### config.mk
export PLATFORM = sky130hd
export DESIGN_NAME = mc_control_fsm
export DESIGN_NICKNAME = d
export VERILOG_FILES = /design/src/rtl/mc_control_fsm.sv
export SDC_FILE = /design/constraint.sdc
export NUM_CORES = 1
export LEC_CHECK = 0
export CORE_UTILIZATION = 39
export DETAILED_ROUTE_END_ITERATION = 8
export MAX_ROUTING_LAYER = met4
export PLACE_DENSITY_LB_ADDON = 0.12
export SLEW_MARGIN = 25
export SYNTH_ARGS = -nofsm -noshare
export SYNTH_HDL_FRONTEND = slang
export SYNTH_SLANG_ARGS = --single-unit
### constraint.sdc
create_clock -name clk -period 1.9 [get_ports clk]
set_clock_uncertainty 0.15 [all_clocks]
set_input_delay 0.475 -clock clk [delete_from_list [all_inputs] [get_ports clk]]
set_output_delay 0.475 -clock clk [all_outputs]
set_load 0.005 [all_outputs]
### src/rtl/mc_control_fsm.sv
// rtl/mc_control_fsm.sv - multicycle instruction sequencer with memory-ready timeout
// Enables are gated by rst_n so an in-flight write is dropped the moment reset asserts.
module mc_control_fsm #(
  parameter int MEM_TIMEOUT = 15,
  parameter int TMO_W       = 4
) (
  input  logic       clk,
  input  logic       rst_n,
  input  logic [2:0] op_class,
  input  logic       zero,
  input  logic       mem_ready,
  output logic       mem_read,
  output logic       mem_write,
  output logic       ir_write,
  output logic       pc_write,
  output logic [1:0] pc_src,
  output logic       ext_sel,
  output logic       alu_src_b,
  output logic       reg_write,
  output logic [1:0] wb_sel,
  output logic       fault,
  output logic [2:0] state_o
);

  typedef enum logic [2:0] {
    S_FETCH  = 3'd0,
    S_DECODE = 3'd1,
    S_EXEC   = 3'd2,
    S_MEM    = 3'd3,
    S_WB     = 3'd4,
    S_FAULT  = 3'd7
  } state_e;

  localparam logic [2:0] OPC_ALU_R  = 3'd0;
  localparam logic [2:0] OPC_ALU_I  = 3'd1;
  localparam logic [2:0] OPC_LOAD   = 3'd2;
  localparam logic [2:0] OPC_STORE  = 3'd3;
  localparam logic [2:0] OPC_BRANCH = 3'd4;
  localparam logic [2:0] OPC_JUMP   = 3'd5;
  localparam logic [2:0] OPC_CALL   = 3'd6;
  localparam logic [2:0] OPC_ILL    = 3'd7;

  // Last wait cycle that may still be rescued by mem_ready.
  localparam logic [TMO_W-1:0] TMO_LAST = TMO_W'(MEM_TIMEOUT - 1);

  state_e           state_q, state_d;
  logic [TMO_W-1:0] tmo_q, tmo_d;
  logic [2:0]       opc_q, opc_d;

  logic mem_read_c, mem_write_c, ir_write_c, pc_write_c, reg_write_c;
  logic [1:0] pc_src_c, wb_sel_c;
  logic ext_sel_c, alu_src_b_c;

  always_ff @(posedge clk or negedge rst_n) begin
    if (!rst_n) begin
      state_q <= S_FETCH;
      tmo_q   <= '0;
      opc_q   <= 3'd0;
    end else begin
      state_q <= state_d;
      tmo_q   <= tmo_d;
      opc_q   <= opc_d;
    end
  end

  always_comb begin
    state_d     = state_q;
    tmo_d       = '0;
    opc_d       = opc_q;
    mem_read_c  = 1'b0;
    mem_write_c = 1'b0;
    ir_write_c  = 1'b0;
    pc_write_c  = 1'b0;
    pc_src_c    = 2'd0;
    ext_sel_c   = 1'b0;
    alu_src_b_c = 1'b0;
    reg_write_c = 1'b0;
    wb_sel_c    = 2'd0;

    unique case (state_q)
      S_FETCH: begin
        mem_read_c = 1'b1;
        if (mem_ready) begin
          ir_write_c = 1'b1;
          pc_write_c = 1'b1;
          state_d    = S_DECODE;
        end else if (tmo_q == TMO_LAST) begin
          state_d = S_FAULT;
        end else begin
          tmo_d = tmo_q + 1'b1;
        end
      end

      S_DECODE: begin
        opc_d   = op_class;
        state_d = (op_class == OPC_ILL) ? S_FAULT : S_EXEC;
      end

      S_EXEC: begin
        unique case (opc_q)
          OPC_ALU_R: state_d = S_WB;
          OPC_ALU_I: begin
            alu_src_b_c = 1'b1;
            state_d     = S_WB;
          end
          OPC_LOAD, OPC_STORE: begin
            alu_src_b_c = 1'b1;
            state_d     = S_MEM;
          end
          OPC_BRANCH: begin
            pc_src_c   = 2'd1;
            pc_write_c = zero;
            state_d    = S_FETCH;
          end
          OPC_JUMP: begin
            ext_sel_c  = 1'b1;
            pc_src_c   = 2'd2;
            pc_write_c = 1'b1;
            state_d    = S_FETCH;
          end
          OPC_CALL: begin
            ext_sel_c  = 1'b1;
            pc_src_c   = 2'd2;
            pc_write_c = 1'b1;
            state_d    = S_WB;
          end
          default: state_d = S_FAULT;
        endcase
      end

      S_MEM: begin
        mem_read_c  = (opc_q == OPC_LOAD);
        mem_write_c = (opc_q == OPC_STORE);
        if (mem_ready) begin
          state_d = (opc_q == OPC_LOAD) ? S_WB : S_FETCH;
        end else if (tmo_q == TMO_LAST) begin
          state_d = S_FAULT;
        end else begin
          tmo_d = tmo_q + 1'b1;
        end
      end

      S_WB: begin
        reg_write_c = 1'b1;
        if (opc_q == OPC_LOAD)      wb_sel_c = 2'd1;
        else if (opc_q == OPC_CALL) wb_sel_c = 2'd2;
        state_d = S_FETCH;
      end

      default: state_d = S_FAULT;
    endcase
  end

  assign mem_read  = mem_read_c  & rst_n;
  assign mem_write = mem_write_c & rst_n;
  assign ir_write  = ir_write_c  & rst_n;
  assign pc_write  = pc_write_c  & rst_n;
  assign reg_write = reg_write_c & rst_n;
  assign pc_src    = pc_src_c;
  assign ext_sel   = ext_sel_c;
  assign alu_src_b = alu_src_b_c;
  assign wb_sel    = wb_sel_c;
  assign fault     = (state_q == S_FAULT);
  assign state_o   = state_q;

endmodule

==> impl_summary.md <==
Routing
The total wire length after detailed routing is ~1900 µm. Across all layers, the routed design uses 739 vias. In the routed layout, each cell is associated on average with a via count of about 5.3. The remaining antenna violation count after routing is 0. For this block, the initial DRC count from the detailed router was 16. Dividing the detail-routed wire length by the instance count gives 13.9 µm.

The iteration count of the initial detailed-routing pass is 6. In the routed design, unresolved DRC markers number 6.

Logic synthesis
The average cell area after synthesis is around 9 µm². In this run, distinct cell masters in the synthesized netlist total 29. Yosys attributes the largest share of cell area to sky130_fd_sc_hd__dfrtp_1 (37%), sky130_fd_sc_hd__nor2_1 (5.0%), sky130_fd_sc_hd__and4b_1 (4.5%). The synthesized netlist occupies a cell area of 669 µm².

The number of flops mapped to enable cells by yosys is 0. After synthesis, flip-flops and latches occupy between 30% and 40% of the total area. Of all flip-flops after synthesis, the portion carrying an async set or reset was 100%. The cell with the most instances after synthesis is sky130_fd_sc_hd__dfrtp_1. Synthesis produced a netlist with a net count of 85.

The synthesized design spends more area on one cell type than any other, namely sky130_fd_sc_hd__dfrtp_1. The commonest cells after synthesis are sky130_fd_sc_hd__dfrtp_1 (10), sky130_fd_sc_hd__nor2_1 (9), sky130_fd_sc_hd__inv_1 (5), sky130_fd_sc_hd__nor3_1 (5). The share of the synthesized area in the top cell type is 37.4%. Synthesis handed over a netlist of 76 instances.

The synthesized design contains 10 register bits. The number of warnings printed during yosys synthesis is 0. The most common flop cell mapped by yosys is sky130_fd_sc_hd__dfrtp_1.

Floorplan
The floorplan step defined a die boundary enclosing approximately 0.0019 mm². The boundary pin count is 22. The row count is 14.

Measured along the y axis, the die boundary spans 43.4 µm. The initial core utilization is 42.9%. The width of the die is 43.4 µm. The standard cell core area is 0.00156 mm².

Global routing
The via count of the first global-routing pass is 746. The overall track demand over capacity in global routing is 25.7%. Entering global routing, the biggest net connects 14 pins.

The number of antenna violations at the first check in global routing is 0. After global routing the overflow that remains totals 0. The wire length of the first global-routing pass is 3440 µm.

Clock network
The tree is rooted in a sky130_fd_sc_hd__clkbuf_4. The clock sink count is 10. In this run, CTS created clock tree buffers numbering 3. For the worst-skew pair, the clock arrives at the later sink with an insertion delay of 0.26 ns.

The maximum root-to-sink buffer count is 2. The TritonCTS clock tree is built. The H-tree level count is 1.

Clock-pin slew was measured on the worst setup and hold paths at 0.07 ns.

STA
After routing, the total negative slack on setup checks comes to -3.90 ns. The transition time at the pin with the least slew margin is 0.275 ns. The number of pins with negative max-slew slack in the final report is 0.

Setup repair after global routing could not meet its margin everywhere. The tightest hold margin is around 0.15 ns. The post-layout minimum cycle time is between 2 and 3 ns. The relative slew slack is 81.6%. The maximum achievable frequency is around 400 MHz.

Of the available clock period, the critical path in the final layout requires 132%. After layout, the worst setup slack is -0.601 ns. The setup violation total in the final timing report is 12. The number of hold violations in the final report is 0.

Finish
The number of diodes is 0. The fill cell total of the finished layout is 119. The ratio of cells with drive above 1 in the final layout is 38.7%.

The share of the core filled with cells in the final layout is between 70% and 80%. Excluding fillers, the count of instances in the completed layout stands at 140. The number of nets in the finished design is 134.

From synthesis to final layout, the design area changed by 71.4%.

Worst setup path
The critical path endpoint category is an output pin. The data arrival time of the worst path is 1.88 ns. STA classifies the critical path startpoint as a flip-flop. The startpoint of the lowest-slack register-to-register path is state_o[1]$_DFF_PN0_.

The peak fanout along the critical path is 2. The required time of the critical path is 1.27 ns. The worst register-to-register path has a depth of 8. The timing startpoint of the critical path is state_o[2]$_DFF_PN0_.

The critical path is of the reg2out type.

Run status
The final reports fail on design-rule violations, negative setup slack. The run finished, with violations left.

Placement
Buffers placed on the I/O ports in this run total 21. The global placement routability congestion is 0.790. Once detailed placement completed, the half-perimeter wirelength came to 1300 µm. The pre-CTS worst setup slack is -0.931 ns. The count of placed standard cells including taps is 128.

Power and ir drop
The worst-case IR drop observed on VDD is 0.000379 V. The leakage power is 0.526 nW. The power per cell area is 379 mW/mm².

Job
Max-cap violations in this run came to 0.

Hold path
The worst hold path belongs to the class in2async.
[logic make-up (layout without fill, tap and decap cells)]
logic type / Yosys count / after routing / synth area share [%]
AND/OR/NAND/NOR: 39 / 39 / 33.3
flip-flops: 10 / 10 / 37.4
adder cells (fa/ha/maj): 2 / 2 / 3.74
XOR/XNOR: 5 / 5 / 6.54
multiplexers: 2 / 2 / 3.36
buffers and inverters: 9 / 57 / 5.05
AO/OA/AOI/OAI: 9 / 9 / 10.7
[report_power, final]
part / switching, W / total (W) / internal [W]
Combinational: 0.0000111 / 0.0000271 / 0.0000159
Sequential: 0 / 0.000213 / 0.000213
Clock: 0.0000796 / 0.000196 / 0.000116
[cell usage in the layout, fill, tap and decap left out, types with 2 or more instances in the layout]
| cell | instances |
|---|---|
| sky130_fd_sc_hd__buf_4 | 22 |
| sky130_fd_sc_hd__dfrtp_1 | 10 |
| sky130_fd_sc_hd__clkdlybuf4s50_1 | 9 |
| sky130_fd_sc_hd__nor2_1 | 8 |
| sky130_fd_sc_hd__inv_1 | 5 |
| sky130_fd_sc_hd__buf_6 | 5 |
| sky130_fd_sc_hd__nand2_1 | 4 |
| sky130_fd_sc_hd__nand3_1 | 4 |
| sky130_fd_sc_hd__dlygate4sd2_1 | 4 |
| sky130_fd_sc_hd__xor2_1 | 3 |
| sky130_fd_sc_hd__and3_1 | 3 |
| sky130_fd_sc_hd__nor3_1 | 3 |
| sky130_fd_sc_hd__and4b_1 | 3 |
| sky130_fd_sc_hd__clkbuf_4 | 3 |
| sky130_fd_sc_hd__buf_2 | 3 |
| sky130_fd_sc_hd__clkbuf_2 | 3 |
| sky130_fd_sc_hd__xnor2_1 | 2 |
| sky130_fd_sc_hd__a22oi_1 | 2 |
| sky130_fd_sc_hd__nand2b_1 | 2 |
| sky130_fd_sc_hd__nor3_2 | 2 |
| sky130_fd_sc_hd__nor3b_2 | 2 |
| sky130_fd_sc_hd__nand3b_1 | 2 |
| sky130_fd_sc_hd__mux2_2 | 2 |
| sky130_fd_sc_hd__ha_1 | 2 |
| sky130_fd_sc_hd__clkdlybuf4s15_1 | 2 |
[per-layer routing]
layer  global-route usage [%]  vias to the layer above  share of wire, %
met3                     3.75                        4               3.8
met2                     42.1                       21                50
met4                     9.38                        0               1.3
met5                        -                        -                 0
li1                         -                      365                 -
met1                     32.3                      349                45
[state kept, by name, summed over array words and instances, names as in the netlist]
signal	cells
opc_q	3
state_o	3
tmo_q	4
[what timing repair did]
item / 4_1_cts / 5_1_grt
resized for setup: 37 / 5
pin swaps: 2 / 2
setup endpoints to repair: 15 / 17
endpoints found under the hold margin: 0 / 0
buffers inserted: 8 / 0
hold buffers: 0 / 0
[final timing paths]
check / endpoint / slack [ns]
worst max-delay path: pc_write / -0.60
worst min-delay path: state_o[0]$_DFF_PN0_ / 0.15
worst max register to register: state_o[2]$_DFF_PN0_ / 0.06
worst min register to register: tmo_q[0]$_DFF_PN0_ / 0.34
max in group asynchronous: opc_q[0]$_DFFE_PN0P_ / 1.30
min in group clk: tmo_q[0]$_DFF_PN0_ / 0.34
[critical path, stage by stage (launching register included)]
cell,delay (ns)
sky130_fd_sc_hd__dfrtp_1,0.40
sky130_fd_sc_hd__or3b_4,0.39
sky130_fd_sc_hd__or4_4,0.49
sky130_fd_sc_hd__a311oi_2,0.20
sky130_fd_sc_hd__buf_2,0.15
[area by class of cell]
type | instances | area [µm²] | area share (%)
Multi-Input combinational cell | 57 | 425 | 37.1
Timing Repair Buffer | 48 | 397 | 34.6
Sequential cell | 10 | 250 | 21.8
Clock buffer | 4 | 36.3 | 3.16
Tap cell | 16 | 20.0 | 1.74
Inverter | 5 | 18.8 | 1.64
[through the flow]
step,area [µm²],power (W)
4_1_cts,1150,0.000438
3_5_place_dp,1030,0.000245
3_3_place_gp,1030,0.000244
5_1_grt,1150,0.000461
2_1_floorplan,672,0.000220
6_report,1150,0.000435
(Power assumes the default switching activity.)
==> RTL change, RTL diff (same flow settings) <==
Change the parameter `TMO_W` from 4 to 3.
--- a/src/rtl/mc_control_fsm.sv
+++ b/src/rtl/mc_control_fsm.sv
@@ -2,7 +2,7 @@
 // Enables are gated by rst_n so an in-flight write is dropped the moment reset asserts.
 module mc_control_fsm #(
   parameter int MEM_TIMEOUT = 15,
-  parameter int TMO_W       = 4
+  parameter int TMO_W       = 3
 ) (
   input  logic       clk,
   input  logic       rst_n,
Check against the original RTL: not equivalent (a bounded check fails within 10 cycles, from zero or initial values and one cycle with rst_n low).
==> RTL change against the unedited design <==
- setup slack improved by 330 ps
- largest cell class is now buffers
- core utilization is 15 points higher
- sequential cell count shrank 1
- total power fell by 17%
- area after synthesis down 3.7%
- count of clock-buffer cells in the layout did not move
- wire length grew 41%
- synthesized cell count unchanged
- the run ends with negative setup slack left
- design area increased by 18%
- sequential power shrank 9.9%
==> RTL change: results (changes against the unedited design) <==
| Metric | Value |
|---|---|
| Status | `finished, violations left` |
| Failing checks | `negative setup slack` |
| Post-Synth Adder-Cell Area | `0% (-3.7 points)` |
| GRT met2 Usage | `44.8% (+2.7 points)` |
| WL per Instance | `17.7 um (+27%)` |
| HPWL after DPL | `1350 um (+3.6%)` |
| GRT Total Usage | `26.9% (+1.1 points)` |
| Layout cell share with drive strength beyond 1 | `59.7% (+21 points)` |
| Complex-gate fraction of the synthesized area | `16.5% (+5.9 points)` |
| Worst-path clk slew | `roughly 60 ps` |
| H-Tree Depth | `1 (unchanged)` |
| Metal-1 WL | `1060 um (+22%)` |
| Seq/Total Area, Yosys | `35.0% (-2.4 points)` |
| Vias in the first global route | `786 (+5.4%)` |
| Synth area leaders | `dfrtp_1, nor3b_1, nor2_1` |
| Mux contribution to synthesized area | `3.50% (+0.13 points)` |
| Largest net degree at the start of global routing | `10 (-4)` |
| Clock net power | `0.141 mW (-28%)` |
| Via/cell ratio | `5.71 (+8.2%)` |
| Met2 routed WL | `1450 um (+49%)` |
| Most instantiated cells after synthesis | `dfrtp_1, nor2_1, nand2_1` |
| Int Pwr | `0.288 mW (-16%)` |
| Antenna violations before repair | `0 (unchanged)` |
| Post_cts resized | `81 (+120%)` |
| Routability congestion estimate | `0.792 (+0.34%)` |
| Final-report setup violation count | `12 (unchanged)` |
| Worst reg2reg setup slack | `40 ps (-20 ps)` |
| Comb power frac | `8.0% (+1.8 points)` |
| Postcts setup bufs | `15 (+7)` |
| CP max stage delay | `460 ps (-30 ps)` |
| Met1 global-route usage | `33.7% (+1.4 points)` |
| Synth async-reset ratio | `100% (unchanged)` |
| Cell variety after synth | `31 (+6.9%)` |
| Post-synth top flop | `dfrtp_1` |
| Crit-path slowest cell | `or3b_4` |
| Synthesized net count | `83 (-2.4%)` |
| CP Max Fanout | `4 (+2)` |
| FF-to-FF path depth | `7 (-1)` |
| Reg2Reg Launch Point | `state_o[1]` |
| Count of flip-flops with a built-in enable after synthesis | `0 (unchanged)` |
| Pre-CTS setup slack | `-693 ps (+238 ps)` |
| Worst-Margin Slew | `240 ps (-34.4 ps)` |
| Cell leakage power | `0.622 nW (+18%)` |
| Critical path arrival | `1550 ps (-330 ps)` |
| Global routing usage on met3 | `6.47% (+2.7 points)` |
| Final worst slack | `-275 ps (+326 ps)` |
| Pwr dens | `268 mW/mm2 (-29%)` |
| FF-to-FF End | `opc_q[0]` |
| Final #Nets | `147 (+9.7%)` |
| Met3 WL | `142 um (+95%)` |
| Maximum vdd drop | `0.355 mV (-6.2%)` |
| Global-route wire length before repair | `3530 um (+2.6%)` |
| DR pass1 iterations | `4 (-2)` |
| Synth Area in XOR/XNOR | `4.08% (-2.5 points)` |
RTL change: stage by stage:
step	hold slack (ps)	area, um2	TNS (ps)	cells	util (%)
4_1_cts	141	1200	-1780	146	79.0
2_1_floorplan	29.4	644	0	76	-
6_report	196	1350	-2400	155	88.6
3_5_place_dp	347	995	-4450	127	65.3
5_1_grt	211	1350	-3000	155	88.6
3_3_place_gp	337	995	-4340	127	65.3
RTL change: worst min path at each step:
| stage | slack [ps] | depth (start not counted) | to |
|---|---|---|---|
| 2_1_floorplan | 30 | 0 | opc_q[0] |
| 6_report | 200 | 2 | state_o[1] |
| 5_1_grt | 210 | 2 | state_o[1] |
| 3_3_place_gp | 340 | 1 | tmo_q[0] |
| 4_1_cts | 140 | 2 | state_o[1] |
| 3_5_place_dp | 350 | 1 | tmo_q[0] |
RTL change: layout make-up:
class / count / area (um2)
flip-flops and latches: 9 / 228
multi-input cells: 58 / 505
fillers: 79 / 174
repair buffers: 64 / 556
well taps: 16 / 20.0
clock buffers: 4 / 26.3
inverters: 4 / 15.0
